### src/rtl/fir_pkg.sv
// fir_pkg: shared types and helpers for the FIR MAC scheduler.
//   - fir_sched_state_t : scheduler FSM states
//   - FIR_* constants   : default parameter values for the scheduler and its interface
//   - saturate()        : clamps a signed value to a w-bit two's-complement range
package fir_pkg;

    typedef enum logic [2:0] {
        ST_IDLE,
        ST_RUN,
        ST_WAIT,
        ST_CAPTURE,
        ST_OUTPUT
    } fir_sched_state_t;

    localparam int FIR_WIDTH       = 8;
    localparam int FIR_NUM_TAPS    = 32;
    localparam int FIR_ACC_WIDTH   = 24;
    localparam int FIR_MAC_LATENCY = 2;
    localparam int FIR_SHIFT       = 10;

    // Works on 32-bit signed values so any accumulator up to 32 bits can be
    // sign-extended in and the result truncated back to w bits by the caller.
    function automatic logic signed [31:0] saturate(input logic signed [31:0] v,
                                                    input int w);
        logic signed [31:0] hi;
        logic signed [31:0] lo;
        hi = (32'sd1 <<< (w - 1)) - 32'sd1;
        lo = -(32'sd1 <<< (w - 1));
        if (v > hi) return hi;
        if (v < lo) return lo;
        return v;
    endfunction

endpackage

### src/rtl/fir_mac_scheduler_if.sv
// fir_mac_scheduler_if: bundles the sample input, MAC drive/return and the
// filtered-result handshake of the FIR MAC scheduler.
//   master : the scheduler (drives MAC controls, result, busy/overrun)
//   slave  : the surrounding system (sample source, MAC, downstream sink)
interface fir_mac_scheduler_if import fir_pkg::*; #(
    parameter int WIDTH     = FIR_WIDTH,
    parameter int NUM_TAPS  = FIR_NUM_TAPS,
    parameter int ACC_WIDTH = FIR_ACC_WIDTH
);
    logic signed [WIDTH-1:0]            sample_in;
    logic                               sample_valid_in;
    logic signed [WIDTH-1:0]            mac_sample_out;
    logic [$clog2(NUM_TAPS)-1:0]        mac_coef_addr_out;
    logic                               mac_en_out;
    logic                               mac_clear_out;
    logic signed [ACC_WIDTH-1:0]        mac_acc_in;
    logic signed [WIDTH-1:0]            filtered_out;
    logic                               filtered_valid_out;
    logic                               filtered_ready_in;
    logic                               busy_out;
    logic                               overrun_out;

    modport master (
        input  sample_in, sample_valid_in, mac_acc_in, filtered_ready_in,
        output mac_sample_out, mac_coef_addr_out, mac_en_out, mac_clear_out,
               filtered_out, filtered_valid_out, busy_out, overrun_out
    );

    modport slave (
        output sample_in, sample_valid_in, mac_acc_in, filtered_ready_in,
        input  mac_sample_out, mac_coef_addr_out, mac_en_out, mac_clear_out,
               filtered_out, filtered_valid_out, busy_out, overrun_out
    );
endinterface

### src/rtl/fir_delay_line.sv
// fir_delay_line: circular buffer of the last NUM_TAPS samples.
//   clk_i, rst_n_i : clock, synchronous active-low clear of every entry
//   wr_en_i        : write wr_data_i to entry wptr_i
//   rd_off_i       : read entry (wptr_i - rd_off_i) mod NUM_TAPS
//   rd_data_o      : combinational read data, write-first when the read hits
//                    the entry being written this cycle
module fir_delay_line import fir_pkg::*; #(
    parameter int WIDTH    = FIR_WIDTH,
    parameter int NUM_TAPS = FIR_NUM_TAPS,
    parameter int AW       = $clog2(NUM_TAPS)
) (
    input  logic                    clk_i,
    input  logic                    rst_n_i,
    input  logic                    wr_en_i,
    input  logic [AW-1:0]           wptr_i,
    input  logic signed [WIDTH-1:0] wr_data_i,
    input  logic [AW-1:0]           rd_off_i,
    output logic signed [WIDTH-1:0] rd_data_o
);
    logic signed [WIDTH-1:0] mem_q [NUM_TAPS];
    logic [AW-1:0]           rd_addr;

    // NUM_TAPS is a power of two, so AW-bit subtraction is the modulo wrap.
    always_comb begin
        rd_addr   = wptr_i - rd_off_i;
        rd_data_o = (wr_en_i && (rd_addr == wptr_i)) ? wr_data_i : mem_q[rd_addr];
    end

    always_ff @(posedge clk_i) begin
        if (!rst_n_i) begin
            for (int i = 0; i < NUM_TAPS; i++) mem_q[i] <= '0;
        end else if (wr_en_i) begin
            mem_q[wptr_i] <= wr_data_i;
        end
    end
endmodule

### src/rtl/fir_mac_scheduler.sv
// fir_mac_scheduler: sequences a shared single-multiplier FIR MAC, one tap
// per clock, then scales/saturates the accumulator and hands the result
// downstream with valid/ready.
//   clk_in : system clock
//   rst_in : synchronous active-low reset (aborts any run in progress)
//   bus    : fir_mac_scheduler_if.master -- sample strobe, MAC drive
//            (sample, coefficient address, enable, clear), accumulator return,
//            filtered result handshake, busy and overrun flags
module fir_mac_scheduler import fir_pkg::*; #(
    parameter int WIDTH       = FIR_WIDTH,
    parameter int NUM_TAPS    = FIR_NUM_TAPS,
    parameter int ACC_WIDTH   = FIR_ACC_WIDTH,
    parameter int MAC_LATENCY = FIR_MAC_LATENCY,
    parameter int SHIFT       = FIR_SHIFT
) (
    input  logic                 clk_in,
    input  logic                 rst_in,
    fir_mac_scheduler_if.master  bus
);
    localparam int AW = $clog2(NUM_TAPS);
    localparam int WW = (MAC_LATENCY > 1) ? $clog2(MAC_LATENCY) : 1;

    fir_sched_state_t        state_q, state_d;
    logic [AW-1:0]           k_q, k_d;
    logic [WW-1:0]           wait_q, wait_d;
    logic [AW-1:0]           wptr_q, wptr_d;
    logic signed [WIDTH-1:0] mac_sample_q, mac_sample_d;
    logic [AW-1:0]           coef_q, coef_d;
    logic                    en_q, en_d;
    logic                    clr_q, clr_d;
    logic signed [WIDTH-1:0] filt_q, filt_d;
    logic                    fvld_q, fvld_d;
    logic                    busy_q, busy_d;
    logic                    ovr_q, ovr_d;

    logic                        dl_wr_en;
    logic [AW-1:0]               dl_rd_off;
    logic signed [WIDTH-1:0]     dl_rd_data;
    logic signed [ACC_WIDTH-1:0] acc_shifted;

    fir_delay_line #(
        .WIDTH    (WIDTH),
        .NUM_TAPS (NUM_TAPS),
        .AW       (AW)
    ) u_delay_line (
        .clk_i     (clk_in),
        .rst_n_i   (rst_in),
        .wr_en_i   (dl_wr_en),
        .wptr_i    (wptr_q),
        .wr_data_i (bus.sample_in),
        .rd_off_i  (dl_rd_off),
        .rd_data_o (dl_rd_data)
    );

    assign acc_shifted = bus.mac_acc_in >>> SHIFT;

    // MAC outputs are registered one cycle ahead: the cycle that decides tap k
    // loads it, so mac_en_out is high exactly while the FSM sits in RUN.
    always_comb begin
        state_d      = state_q;
        k_d          = k_q;
        wait_d       = wait_q;
        wptr_d       = wptr_q;
        mac_sample_d = mac_sample_q;
        coef_d       = coef_q;
        en_d         = 1'b0;
        clr_d        = 1'b0;
        filt_d       = filt_q;
        fvld_d       = fvld_q;
        ovr_d        = bus.sample_valid_in && (state_q != ST_IDLE);
        dl_wr_en     = 1'b0;
        dl_rd_off    = k_q + 1'b1;

        case (state_q)
            ST_IDLE: begin
                if (bus.sample_valid_in) begin
                    dl_wr_en     = 1'b1;
                    dl_rd_off    = '0;
                    mac_sample_d = dl_rd_data;
                    coef_d       = '0;
                    en_d         = 1'b1;
                    clr_d        = 1'b1;
                    k_d          = '0;
                    state_d      = ST_RUN;
                end
            end
            ST_RUN: begin
                if (k_q == AW'(NUM_TAPS - 1)) begin
                    wait_d  = '0;
                    state_d = ST_WAIT;
                end else begin
                    k_d          = k_q + 1'b1;
                    coef_d       = k_q + 1'b1;
                    mac_sample_d = dl_rd_data;
                    en_d         = 1'b1;
                end
            end
            ST_WAIT: begin
                if (wait_q == WW'(MAC_LATENCY - 1)) state_d = ST_CAPTURE;
                else                                wait_d  = wait_q + 1'b1;
            end
            ST_CAPTURE: begin
                filt_d  = WIDTH'(saturate(32'(acc_shifted), WIDTH));
                fvld_d  = 1'b1;
                state_d = ST_OUTPUT;
            end
            ST_OUTPUT: begin
                if (bus.filtered_ready_in) begin
                    fvld_d  = 1'b0;
                    wptr_d  = wptr_q + 1'b1;
                    state_d = ST_IDLE;
                end
            end
            default: state_d = ST_IDLE;
        endcase

        busy_d = (state_d != ST_IDLE);
    end

    always_ff @(posedge clk_in) begin
        if (!rst_in) begin
            state_q      <= ST_IDLE;
            k_q          <= '0;
            wait_q       <= '0;
            wptr_q       <= '0;
            mac_sample_q <= '0;
            coef_q       <= '0;
            en_q         <= 1'b0;
            clr_q        <= 1'b0;
            filt_q       <= '0;
            fvld_q       <= 1'b0;
            busy_q       <= 1'b0;
            ovr_q        <= 1'b0;
        end else begin
            state_q      <= state_d;
            k_q          <= k_d;
            wait_q       <= wait_d;
            wptr_q       <= wptr_d;
            mac_sample_q <= mac_sample_d;
            coef_q       <= coef_d;
            en_q         <= en_d;
            clr_q        <= clr_d;
            filt_q       <= filt_d;
            fvld_q       <= fvld_d;
            busy_q       <= busy_d;
            ovr_q        <= ovr_d;
        end
    end

    assign bus.mac_sample_out     = mac_sample_q;
    assign bus.mac_coef_addr_out  = coef_q;
    assign bus.mac_en_out         = en_q;
    assign bus.mac_clear_out      = clr_q;
    assign bus.filtered_out       = filt_q;
    assign bus.filtered_valid_out = fvld_q;
    assign bus.busy_out           = busy_q;
    assign bus.overrun_out        = ovr_q;
endmodule

### src/flat_wrapper.sv
// flat-port wrapper written by rule: the top's interface ports become plain ports
module fir_mac_scheduler_flat import fir_pkg::*;
#(
    parameter int WIDTH       = FIR_WIDTH,
    parameter int NUM_TAPS    = FIR_NUM_TAPS,
    parameter int ACC_WIDTH   = FIR_ACC_WIDTH,
    parameter int MAC_LATENCY = FIR_MAC_LATENCY,
    parameter int SHIFT       = FIR_SHIFT
)
  (clk_in, rst_in, bus_sample_in, bus_sample_valid_in, bus_mac_acc_in, bus_filtered_ready_in, bus_mac_sample_out, bus_mac_coef_addr_out, bus_mac_en_out, bus_mac_clear_out, bus_filtered_out, bus_filtered_valid_out, bus_busy_out, bus_overrun_out);
  fir_mac_scheduler_if #(.WIDTH(WIDTH), .NUM_TAPS(NUM_TAPS), .ACC_WIDTH(ACC_WIDTH)) bus_i ();
  input  logic clk_in;
  input  logic rst_in;
  input wire logic [$bits(bus_i.sample_in)-1:0] bus_sample_in;
  input wire logic [$bits(bus_i.sample_valid_in)-1:0] bus_sample_valid_in;
  input wire logic [$bits(bus_i.mac_acc_in)-1:0] bus_mac_acc_in;
  input wire logic [$bits(bus_i.filtered_ready_in)-1:0] bus_filtered_ready_in;
  output wire logic [$bits(bus_i.mac_sample_out)-1:0] bus_mac_sample_out;
  output wire logic [$bits(bus_i.mac_coef_addr_out)-1:0] bus_mac_coef_addr_out;
  output wire logic [$bits(bus_i.mac_en_out)-1:0] bus_mac_en_out;
  output wire logic [$bits(bus_i.mac_clear_out)-1:0] bus_mac_clear_out;
  output wire logic [$bits(bus_i.filtered_out)-1:0] bus_filtered_out;
  output wire logic [$bits(bus_i.filtered_valid_out)-1:0] bus_filtered_valid_out;
  output wire logic [$bits(bus_i.busy_out)-1:0] bus_busy_out;
  output wire logic [$bits(bus_i.overrun_out)-1:0] bus_overrun_out;
  assign bus_i.sample_in = bus_sample_in;
  assign bus_i.sample_valid_in = bus_sample_valid_in;
  assign bus_i.mac_acc_in = bus_mac_acc_in;
  assign bus_i.filtered_ready_in = bus_filtered_ready_in;
  assign bus_mac_sample_out = bus_i.mac_sample_out;
  assign bus_mac_coef_addr_out = bus_i.mac_coef_addr_out;
  assign bus_mac_en_out = bus_i.mac_en_out;
  assign bus_mac_clear_out = bus_i.mac_clear_out;
  assign bus_filtered_out = bus_i.filtered_out;
  assign bus_filtered_valid_out = bus_i.filtered_valid_out;
  assign bus_busy_out = bus_i.busy_out;
  assign bus_overrun_out = bus_i.overrun_out;
  fir_mac_scheduler #(.WIDTH(WIDTH), .NUM_TAPS(NUM_TAPS), .ACC_WIDTH(ACC_WIDTH), .MAC_LATENCY(MAC_LATENCY), .SHIFT(SHIFT)) u_core (.clk_in(clk_in), .rst_in(rst_in), .bus(bus_i));
endmodule
### config.mk
export PLATFORM = sky130hd
export DESIGN_NAME = fir_mac_scheduler_flat
export DESIGN_NICKNAME = d
export VERILOG_FILES = /design/src/rtl/fir_pkg.sv /design/src/rtl/fir_mac_scheduler_if.sv /design/src/rtl/fir_delay_line.sv /design/src/rtl/fir_mac_scheduler.sv /design/src/flat_wrapper.sv
export SDC_FILE = /design/constraint.sdc
export NUM_CORES = 1
export LEC_CHECK = 0
export ABC_AREA = 0
export BUFFER_PORTS_ARGS = -buffer_cell sky130_fd_sc_hd__buf_2
export CAP_MARGIN = 20
export CORE_UTILIZATION = 45
export DETAILED_ROUTE_END_ITERATION = 6
export MAX_ROUTING_LAYER = met4
export PLACE_DENSITY_LB_ADDON = 0.15
export SLEW_MARGIN = 0
export SYNTH_ARGS = -nofsm -noshare
export SYNTH_HDL_FRONTEND = slang
export SYNTH_HIERARCHICAL = 1
export SYNTH_SLANG_ARGS = --single-unit
### constraint.sdc
create_clock -name clk_in -period 3.33 [get_ports clk_in]
set_input_delay 0.4995 -clock clk_in [delete_from_list [all_inputs] [get_ports clk_in]]
set_output_delay 0.4995 -clock clk_in [all_outputs]
set_load 0.02 [all_outputs]
* After elaboration in Yosys (flattened, before gate mapping)
Memories as Yosys holds them, arrays and structs flattened.
Cells that the tools add are included.
** Word-level totals
- Bits in registers :: 35
- Bits in latches :: 0
- Bits in writable memories :: 256
- ROM bits :: 0
- Input port bits :: 36
- Output and inout port bits :: 26
- Word-level logic and storage cells :: 80
- Memories kept :: 1
** Memory list
- u_core.u_delay_line.mem_q :: words 32, width 8, read ports 1, clocked after memory_dff 0, wr ports 32, RTL line fir_delay_line.sv:20 : logic signed [WIDTH-1:0] mem_q [NUM_TAPS];
** Cells by class
- $add $sub $neg :: 4
- $mul :: 0
- Div/mod/pow operators :: 0
- Magnitude comparators :: 2
- Equal/unequal tests :: 10
- Shift operators :: 0
- Mux-type cells :: 39
- Bitwise logic cells :: 0
- Reduce and logical (&&, ||, !) cells :: 13
** Operators by type and width (number)
- $mux W8 :: 8
- $mux W5 :: 5
- $mux W1 :: 16
- $pmux W8 S2 :: 1
- $pmux W3 S5 :: 1
- $gt A14 B8 Y1 const B :: 1
- $lt A14 B8 Y1 const B :: 1
- $mux W3 :: 4
- $add A5 B1 Y5 const B :: 2
- $pmux W5 S2 :: 1
- $reduce_or A8 Y1 :: 1
- $eq A3 B2 Y1 const B :: 2
- $ne A2 B2 Y1 const B :: 3
- $pmux W1 S2 :: 3
- $reduce_and A2 Y1 :: 3
- $reduce_bool A2 Y1 :: 3
- $reduce_bool A3 Y1 :: 2
- $eq A5 B5 Y1 :: 1
- $eq A5 B5 Y1 const B :: 1
- $sub A5 B5 Y5 :: 1
- $eq A3 B1 Y1 const B :: 1
- $eq A3 B3 Y1 const B :: 1
- $logic_not A3 Y1 :: 1
- $reduce_and A3 Y1 :: 1
- 3 further kinds :: 4

* Logic depth before layout (Yosys ltp)
Gate-level depths: netlist of the first run.
- Depth after elaboration :: 9
- Mapped depth :: 15
- Mapped depth without buffers :: 12

* By module
The synthesis of the first run kept the hierarchy.
** Modules (own cells, without submodules)
- fir_delay_line :: times used 1, cells each 860, area an instance 12251.8 µm², seq. area each 7687.4 µm²
- fir_mac_scheduler :: times used 1, cells each 174, area an instance 1610.3 µm², seq. area each 700.7 µm²

* Worst setup path after synthesis of the first run
No wires, ideal clock.
- Path kind :: input port to flip-flop
- Start :: input bus_sample_valid_in
- End :: register u_core.mac_sample_q[6] (netlist: u_core/bus.mac_sample_out[6])
- Library setup time :: 0.066 ns
- Arrival time :: 3.222 ns
- Data required time :: 3.264 ns
- Setup slack :: 0.042 ns
- Stages :: 11
- Path buffers :: 1
- Cell sequence :: nor4b_4 > and2b_2 > fa_1 > xnor2_1 > xnor2_1 > nand4_1 > or3_1 > clkbuf_1 > a31oi_1 > nand2_1 > a21boi_2
** On the way
- Cells in the longest elaborated chain, start to end :: 8
- Elaborated cells between the ends (all ways) :: 14
- Those cells by class :: add/sub (1); eq/ne (2); mux (8); reduce/logical (2); memory (1)
** Ends and longest elaborated chain
- start: declaration :: RTL line flat_wrapper.sv:15 : input wire logic [$bits(bus_i.sample_valid_in)-1:0] bus_sample_valid_in;
- $mux W5 * :: RTL line fir_mac_scheduler.sv:76 : if (bus.sample_valid_in) begin
- $mux W5 * :: RTL line fir_mac_scheduler.sv:74 : case (state_q)
- net u_core.dl_rd_off[1] :: RTL line fir_mac_scheduler.sv:37 : logic [AW-1:0] dl_rd_off;
- $sub A5 B5 Y5 * :: RTL line fir_delay_line.sv:25 : rd_addr = wptr_i - rd_off_i;
- parallel branches: the longest is 2 deep, another holds $mem_v2 Z32 W8
- $mux W8 * :: RTL line fir_delay_line.sv:26 : rd_data_o = (wr_en_i && (rd_addr == wptr_i)) ? wr_data_i : mem_q[rd_addr];
- net u_core.dl_rd_data[6] :: RTL line fir_mac_scheduler.sv:38 : logic signed [WIDTH-1:0] dl_rd_data;
- $mux W8 (on tied branches) :: RTL line fir_mac_scheduler.sv:88, fir_mac_scheduler.sv:76
- $pmux W8 S2 * :: RTL line fir_mac_scheduler.sv:74
- end signal: assignment :: RTL line fir_mac_scheduler.sv:139 : mac_sample_q <= mac_sample_d;
- end: declaration :: RTL line fir_mac_scheduler.sv:27 : logic signed [WIDTH-1:0] mac_sample_q, mac_sample_d;
Mark *: on every way through the listed nets, which the timed path passes. The select of a mux whose other input is x is not followed.
A chain may end at the register's enable or synchronous reset.

* Worst setup path after layout of the first run
- Start :: register u_core.state_q[1]
- End :: register u_core.mac_sample_q[1] (netlist: u_core/bus.mac_sample_out[1])
** On the way
- Cells in the longest elaborated chain, start to end :: 8
- Elaborated cells between the ends (all ways) :: 16
- Those cells by class :: add/sub (1); eq/ne (4); mux (6); reduce/logical (4); memory (1)
** Ends and longest elaborated chain
- start: declaration :: RTL line fir_mac_scheduler.sv:23 : fir_sched_state_t state_q, state_d;
- start signal: assignment :: RTL line fir_mac_scheduler.sv:135 : state_q <= state_d;
- $logic_not A3 Y1 * :: RTL line fir_mac_scheduler.sv:74
- $mux W5 * :: RTL line fir_mac_scheduler.sv:74
- net u_core.dl_rd_off[1] :: RTL line fir_mac_scheduler.sv:37
- $sub A5 B5 Y5 * :: RTL line fir_delay_line.sv:25
- parallel branches: the longest is 2 deep, another holds $mem_v2 Z32 W8
- $mux W8 * :: RTL line fir_delay_line.sv:26
- net u_core.dl_rd_data[1] :: RTL line fir_mac_scheduler.sv:38
- $mux W8 (on tied branches) :: RTL line fir_mac_scheduler.sv:88, fir_mac_scheduler.sv:76
- $pmux W8 S2 * :: RTL line fir_mac_scheduler.sv:74
Marked as above.

==> results of run 1 <==
-- synth_stat cells (5+ instances only) --
library cell	n
nor4_1	9
ha_1	7
buf_6	5
inv_1	7
xnor2_1	6
o211ai_1	8
edfxtp_1	256
clkbuf_1	54
nor2_1	43
buf_2	8
nand2_1	86
xor2_1	6
a21o_1	8
nand4_1	14
a311o_1	7
a221oi_1	8
nor2b_1	6
mux4_2	64
buf_4	5
dfxtp_1	35
o21ai_0	42
and2_1	268
a31oi_1	8
a21oi_1	14
-- critical path: stages, from the launching register on --
cell and delay (ns):
dfxtp_1 0.33, nor4b_4 0.39, and2b_2 0.29, fa_2 0.60, buf_12 0.15, mux4_2 0.31
and2_1 0.18, a221oi_2 0.23, buf_4 0.18, a311o_1 0.13, a31oi_2 0.13, nand2_1 0.10
a21oi_1 0.07
-- registers in the layout, summed over array words and instances (netlist names) --
signal                         count
u_core/wait_q                      1
u_core/state_q                     3
u_core/bus.filtered_valid_out      1
u_core/wptr_q                      5
u_core/bus.mac_sample_out          8
u_core/bus.filtered_out            8
u_core/bus.mac_clear_out           1
u_core/bus.mac_en_out              1
u_core/bus.overrun_out             1
u_core/u_delay_line/mem_q        256
u_core/bus.mac_coef_addr_out       5
u_core/bus.busy_out                1
-- worst min path at each step --
| stage | from | to |
|---|---|---|
| finish | bus_mac_acc_in[23] | u_core/bus.filtered_out[7] |
| global route | bus_mac_acc_in[23] | u_core/bus.filtered_out[7] |
| CTS | bus_mac_acc_in[23] | u_core/bus.filtered_out[7] |
| detailed placement | u_core/bus.mac_sample_out[0] | u_core/bus.mac_sample_out[0] |
| global placement | u_core/bus.mac_sample_out[4] | u_core/bus.mac_sample_out[4] |
| floorplan | u_core/wait_q | u_core/wait_q |
-- where the power goes --
group / switching (mW) / internal (mW) / total [mW]
combinational: 0.689 / 0.598 / 1.29
sequential: 0.0531 / 4.11 / 4.17
clock: 1.38 / 2.00 / 3.39
-- what timing repair did --
item	in CTS	in global routing
hold endpoints to repair	0	0
endpoints found under the setup margin	0	8
hold buffers	0	0
setup buffers	0	1
resized for setup	0	10
-- cell families after synthesis --
group	synth area share
buf+inv	0.0270
mux	0.108
simple gates	0.189
compound gates	0.0526
fa+ha+maj	0.00776
flops	0.605
xor+xnor	0.0108
-- metrics by stage --
step                cells  worst slack (ns)  utilization  setup TNS (ns)
floorplan            1034            0.0424            -               0
global placement     1494           -0.0816        0.505          -0.340
detailed placement   1494            -0.133        0.505          -0.592
CTS                  1550           0.00954        0.538               0
global route         1551           -0.0137        0.541         -0.0287
finish               1551             0.114        0.541               0
-- layout make-up --
class	instances	area [sq um]
fillers	2527	13800
flip-flops and latches	291	8390
multi-input cells	661	5180
repair buffers	146	1110
clock buffers	35	791
well taps	390	488
clock inverters	21	205
inverters	7	26.3
-- layer usage --
layer / vias up / GRT usage
met1: 4103 / 0.296
met3: 77 / 0.0330
met5: - / -
li1: 3981 / -
met2: 257 / 0.332
met4: 0 / 0.0773
==> reports/qor.txt, run 1 <==
synth unique cells: 59
Pwr Total: 8.84 mW
Synth top area share: 0.555
DR iter-0 viols: 675
Max-Cap Viols: 0
Worst slew margin: 0.408
drt first pass iters: 5
wire length per cell: 20.5 microns
DRT antenna net count: 0
ANT cells: 0
Vias: 8418
post-synth top area cell: edfxtp_1
Hold Fails Final Rpt: 0
crit path capture: u_core/bus.mac_sample_out[1]
Worst R2R Start: u_core/state_q[1]
num ports: 62
initial antenna violation count: 0
Synth Net Count: 1078
Pins Over Slew Limit: 0
final WL: 31800 microns
CP required: 3.77 ns
share of layout cells above drive strength 1: 0.244
Worst Path Max Fanout: 11
Vias per Instance: 5.43
skew final: 0.0123 ns
unrepaired setup endpoints after global routing: true
FF-to-FF End: u_core/bus.mac_sample_out[1]
clk sinks: 291
clock buffer depth: 3
top cells by area, synth: edfxtp_1 55%, and2_1 12%, mux4_2 10%, dfxtp_1 5.1%, nand2_1 2.3%
GR Util All Layers: 0.217
Final Cell Area: 16200 sq um
core area: 30000 sq um
Placed Instance Area: 15100 sq um
Synth Flop Type: edfxtp_1
fmax: 311 MHz
#FFs+latches synth: 291
sequential fraction of the synthesis area: 0.605
first-pass GRT wire length: 50000 microns
FFs w/ async S/R, synth: 0
worst hold path type: in2reg
most frequent cells in the layout: 268 x and2_1, 256 x edfxtp_1, 86 x nand2_1
Peak VDD IR: 0.394 mV
worst r2r path cells: 12
cts bufs inserted: 31
Synth Cell Area: 13900 sq um
status: finished, final reports clean
# port buffers: 51
uppermost routed layer: met4
minimum clock period: 3.22 ns
Slew @ Worst Pin: 0.887 ns
Worst-path clk slew: 0.06 ns
CTS tree: built
M1 WL: 14500 microns
Setup crit start kind: flop
clk root buf: clkbuf_16
Crit. End Element: flop
Final Wtd Congestion: 0.826
# DRC: 0
area growth from synthesis to layout: 16.8%
commonest non-fill, non-tap cell in the layout: and2_1
cell area power density: 546 nW/um^2
Clk Latency, worst-skew pair: 0.55 ns
R2R Setup Slk: 0.11 ns
Hold Path Depth: 3
Setup violations, final: 0
final worst-path cycle share: 0.966
Post-synth EDFFs: 256
H-tree depth: 1
die extent in x: 178 microns
die area: 31500 sq um
synthesis warning total: 6
met3 WL: 1800 microns
Final #Nets: 1182
Initial Utilization: 0.463
Avg Cell Area, Syn: 13.4 sq um
grt total ovfl: 0
vias in the first global route: 8483
metal2 WL: 14400 microns
row count: 63
Setup CP Type: reg2reg
beginning of the critical path: u_core/state_q[1]
placed wire-length estimate: 21800 microns
Syn Inst Count: 1034
crit path DAT: 3.65 ns
Fin Hold WS: 0.241 ns
Leak Pwr: 6.03 nW
die boundary height: 178 microns
largest net degree at the start of global routing: 48
(Power assumes the default switching activity.)
==> run 2: changes to the inputs <==
clock period = 2.95 ns   (was 3.33 ns; I/O delays follow)
==> reports/qor.txt, run 2 (synthesis gave the netlist of run 1 again) <==
setup slack after layout: -0.217 ns
die extent in x: 178 microns
cts bufs inserted: 34
Worst-path clk slew: 0.06 ns
Setup violations, final: 8
largest net degree at the start of global routing: 64
Initial Utilization: 0.463
Hold Fails Final Rpt: 0
Clock power frac: 0.397
Final Wtd Congestion: 0.830
Leak Pwr: 6.14 nW
status: finished with violations
DRT antenna net count: 0
grt total ovfl: 0
clk sinks: 291
most frequent CP cell: nand2_1
die boundary height: 178 microns
crit path cell chain: nor4b_4 > and2b_2 > fa_2 > buf_8 > buf_12 > mux4_2 > nand2_1 > nand2_1 > o211ai_1 > a31oi_4 > nand2_1 > a21oi_1
placed wire-length estimate: 21900 microns
row count: 63
Filler cells: 2484
Vias: 8496
final core utilization: 0.549
Combinational Power Share: 0.147
final WL: 33100 microns
Fin Hold WS: 0.265 ns
hold buffers post-CTS: 0
fmax: 316 MHz
# DRC: 0
Internal: 7.81 mW
# port buffers: 51
unrepaired setup endpoints after global routing: true
Slew @ Worst Pin: 0.794 ns
die area: 31500 sq um
area of the multi-input gates: 5250 sq um
skew final: 0.0159 ns
CP max stage delay: 0.60 ns
first-pass GRT wire length: 50300 microns
CTS tree: built
sw power: 2.48 mW
Worst slew margin: 0.469
drt first pass iters: 5
H-tree depth: 2
Reg with most FFs: u_core/u_delay_line/mem_q
max FFs per register: 256
initial antenna violation count: 0
ANT cells: 0
vias in the first global route: 8484
Max-Cap Viols: 0
Crit. End Element: flop
wire length per cell: 21.1 microns
clock buffer depth: 3
most frequent cells in the layout: 267 x and2_1, 256 x edfxtp_1, 92 x buf_4
area growth from synthesis to layout: 18.6%
failing checks: setup timing
GR Util All Layers: 0.223
DR iter-0 viols: 612
Clk Latency, worst-skew pair: 0.50 ns
Final #Nets: 1196
Placed Instance Area: 15200 sq um
share of layout cells above drive strength 1: 0.266
Vias per Instance: 5.43
minimum clock period: 3.17 ns
clk root buf: clkbuf_16
crit path DAT: 3.54 ns
Setup crit start kind: flop
switching share of total power: 0.241
Pins Over Slew Limit: 0
sequential share of power: 0.457
slowest CP cell: fa_2
cell area power density: 626 nW/um^2
worst hold path type: in2reg
Final Cell Area: 16400 sq um
core area: 30000 sq um
num ports: 62
Worst Path Max Fanout: 9
Setup CP Type: reg2reg
CP required: 3.33 ns
commonest non-fill, non-tap cell in the layout: and2_1
Peak VDD IR: 0.349 mV
final worst-path cycle share: 1.07
FF+latch area: 8390 sq um
-- run 2: cell types whose count changed in the layout (fill, tap and decap cells not counted), moves of 3 or more --
cell       change
a31oi_1        -3
buf_4          +9
a221oi_1       -4
clkinv_1       -4
clkbuf_16      +4
a221oi_2       +4
-- run 2: path summary, 6_finish.rpt --
path / startpoint / to / slack [ns] / depth (start not counted)
min: bus_mac_acc_in[23] / u_core/bus.filtered_out[7] / 0.27 / 3
min reg2reg: u_core/bus.mac_sample_out[1] / u_core/bus.mac_sample_out[1] / 0.45 / 2
max reg2reg: u_core/state_q[2] / u_core/bus.mac_sample_out[2] / -0.22 / 12
max: u_core/state_q[2] / u_core/bus.mac_sample_out[2] / -0.22 / 12
-- run 2: layout make-up --
| cell class | instances | area share |
|---|---|---|
| Tap cell | 390 | 0.0297 |
| Sequential cell | 291 | 0.510 |
| Inverter | 7 | 0.00160 |
| Multi-Input combinational cell | 661 | 0.319 |
| Clock buffer | 42 | 0.0555 |
| Clock inverter | 18 | 0.0106 |
| Timing Repair Buffer | 157 | 0.0732 |
-- run 2: metal layers --
| metal | routed length (microns) | GRT usage |
|---|---|---|
| met1 | 14600 | 0.289 |
| met2 | 15800 | 0.355 |
| met3 | 1790 | 0.0433 |
| met4 | 896 | 0.0684 |
| met5 | 0 | - |
-- run 2: timing repair --
item                                    4_1_cts  5_1_grt
resized for setup                            12       17
endpoints found under the setup margin        8        8
pin swaps                                    10       15
buffers inserted                              1        0
-- run 2: critical path, delay by kind of cell, from the launching register on --
kind	cells	cell delay (ns)
AOI/OAI and AO/OA	3	0.59
adders and majority gates	1	0.60
buffers and inverters	2	0.31
DFF	1	0.33
muxes	1	0.33
and+or+nand+nor	5	0.89
-- run 2: stage by stage --
| step | setup slack [ns] | instances | total power [mW] | setup TNS (ns) |
|---|---|---|---|---|
| detailed placement | -0.414 | 1505 | 6.23 | -2.85 |
| floorplan | -0.143 | 1034 | 5.64 | -1.06 |
| global placement | -0.352 | 1505 | 6.22 | -2.55 |
| CTS | -0.197 | 1566 | 10.4 | -1.30 |
| global route | -0.316 | 1566 | 10.7 | -2.20 |
| finish | -0.217 | 1566 | 10.3 | -1.29 |
-- run 2: power groups by stage --
stage | Clock (mW) | Combinational, mW | Sequential, mW
after global placement | 0 | 1.44 | 4.78
after detailed placement | 0 | 1.45 | 4.78
after global routing | 4.33 | 1.61 | 4.72
final | 4.08 | 1.51 | 4.70
after CTS | 4.18 | 1.48 | 4.70
after floorplan | 0 | 0.847 | 4.79
==> run 3: changes to the inputs <==
REMOVE_ABC_BUFFERS = 1   (was unset)
==> reports/qor.txt, run 3 (synthesis gave the netlist of run 1 again) <==
Fin Hold WS: 0.232 ns
most frequent cells in the layout: 263 x and2_1, 256 x edfxtp_1, 97 x buf_4
drt first pass iters: 5
placed cells: 1507
cts bufs inserted: 34
largest net degree at the start of global routing: 64
initial antenna violation count: 0
Initial Utilization: 0.463
Setup violations, final: 8
ANT cells: 0
Clk Latency, worst-skew pair: 0.50 ns
cell area power density: 625 nW/um^2
clk root buf: clkbuf_16
die extent in x: 178 microns
setup slack after layout: -0.245 ns
area growth from synthesis to layout: 19.4%
first-pass GRT wire length: 51300 microns
Vias: 8551
crit path DAT: 3.64 ns
grt total ovfl: 0
Peak VDD IR: 0.494 mV
fmax: 313 MHz
num ports: 62
Final Wtd Congestion: 0.885
core area: 30000 sq um
wire length per cell: 21.3 microns
Max-Cap Viols: 0
Final #Nets: 1205
non-filler cells, final: 1573
Crit. End Element: flop
Reg with most FFs: u_core/u_delay_line/mem_q
minimum clock period: 3.20 ns
status: finished with violations
clk sinks: 291
hold buffers post-CTS: 0
max FFs per register: 256
Leak Pwr: 6.21 nW
Worst-path clk slew: 0.06 ns
clock buffer depth: 3
worst hold path type: in2reg
final WL: 33500 microns
DR iter-0 viols: 717
Vias per Instance: 5.44
commonest non-fill, non-tap cell in the layout: and2_1
die boundary height: 178 microns
skew final: 0.0190 ns
CTS tree: built
# port buffers: 51
# DRC: 0
pre-CTS setup slack: -0.435 ns
CP required: 3.39 ns
failing checks: setup timing
H-tree depth: 2
row count: 63
placed wire-length estimate: 21800 microns
Setup TNS: -1.56 ns
share of layout cells above drive strength 1: 0.269
Pins Over Slew Limit: 0
Setup crit start kind: flop
final worst-path cycle share: 1.08
DRT antenna net count: 0
Worst slew margin: 0.470
GR Util All Layers: 0.227
die area: 31500 sq um
Hold Fails Final Rpt: 0
Setup CP Type: reg2reg
vias in the first global route: 8651
Slew @ Worst Pin: 0.792 ns
final core utilization: 0.553
Worst Path Max Fanout: 8
unrepaired setup endpoints after global routing: true
==> run 3: metrics by stage <==
step	total power [mW]	cell area, sq um
floorplan	5.59	13500
global placement	6.21	15200
detailed placement	6.23	15200
CTS	10.4	16500
global route	10.7	16600
finish	10.4	16600
==> run 3: worst max-delay path, cell delays in order, from the launching register on <==
cell and delay [ns]:
dfxtp_2 0.33, nor4b_4 0.27, buf_4 0.15, and2b_2 0.24, fa_2 0.68, buf_12 0.18, buf_8 0.13, buf_6 0.10
mux4_2 0.20, nand2_1 0.06, a311o_1 0.32, a31oi_2 0.22, nand2_1 0.11, a21boi_2 0.14
==> run 3: cell type report <==
cell class	instances	area [sq um]
multi-input combinational	661	5260
clock buffer	45	913
timing repair buffer	166	1330
inverter	7	26.3
tap	390	488
sequential	291	8390
clock inverter	13	146
fill	2436	13400
==> run 3: power breakdown <==
group | internal, mW | total (mW) | switching (mW)
registers | 4.64 | 4.71 | 0.0638
logic | 0.765 | 1.59 | 0.826
clock network | 2.44 | 4.05 | 1.61
==> run 3: repair_timing <==
item | CTS | global route
cloned | 3 | 0
resized for setup | 22 | 17
setup buffers | 5 | 2
endpoints found under the setup margin | 8 | 13
pin swaps | 16 | 41
==> run 3: final timing paths <==
path / endpoint / slack, ns / cells after the start / start
worst max-delay path: u_core/bus.mac_sample_out[7] / -0.25 / 13 / u_core/state_q[2]
worst max register to register: u_core/bus.mac_sample_out[7] / -0.25 / 13 / u_core/state_q[2]
worst min-delay path: u_core/bus.filtered_out[7] / 0.23 / 3 / bus_mac_acc_in[23]
worst min register to register: u_core/bus.mac_sample_out[4] / 0.45 / 2 / u_core/bus.mac_sample_out[4]
==> run 3: per-layer routing <==
layer | share of wire | track usage | vias to the layer above | wire, microns
li1 | - | - | 4031 | -
met1 | 0.45 | 0.309 | 4196 | 15100
met2 | 0.47 | 0.358 | 256 | 15700
met3 | 0.059 | 0.0334 | 68 | 1980
met4 | 0.021 | 0.0613 | 0 | 700
met5 | 0 | - | - | 0
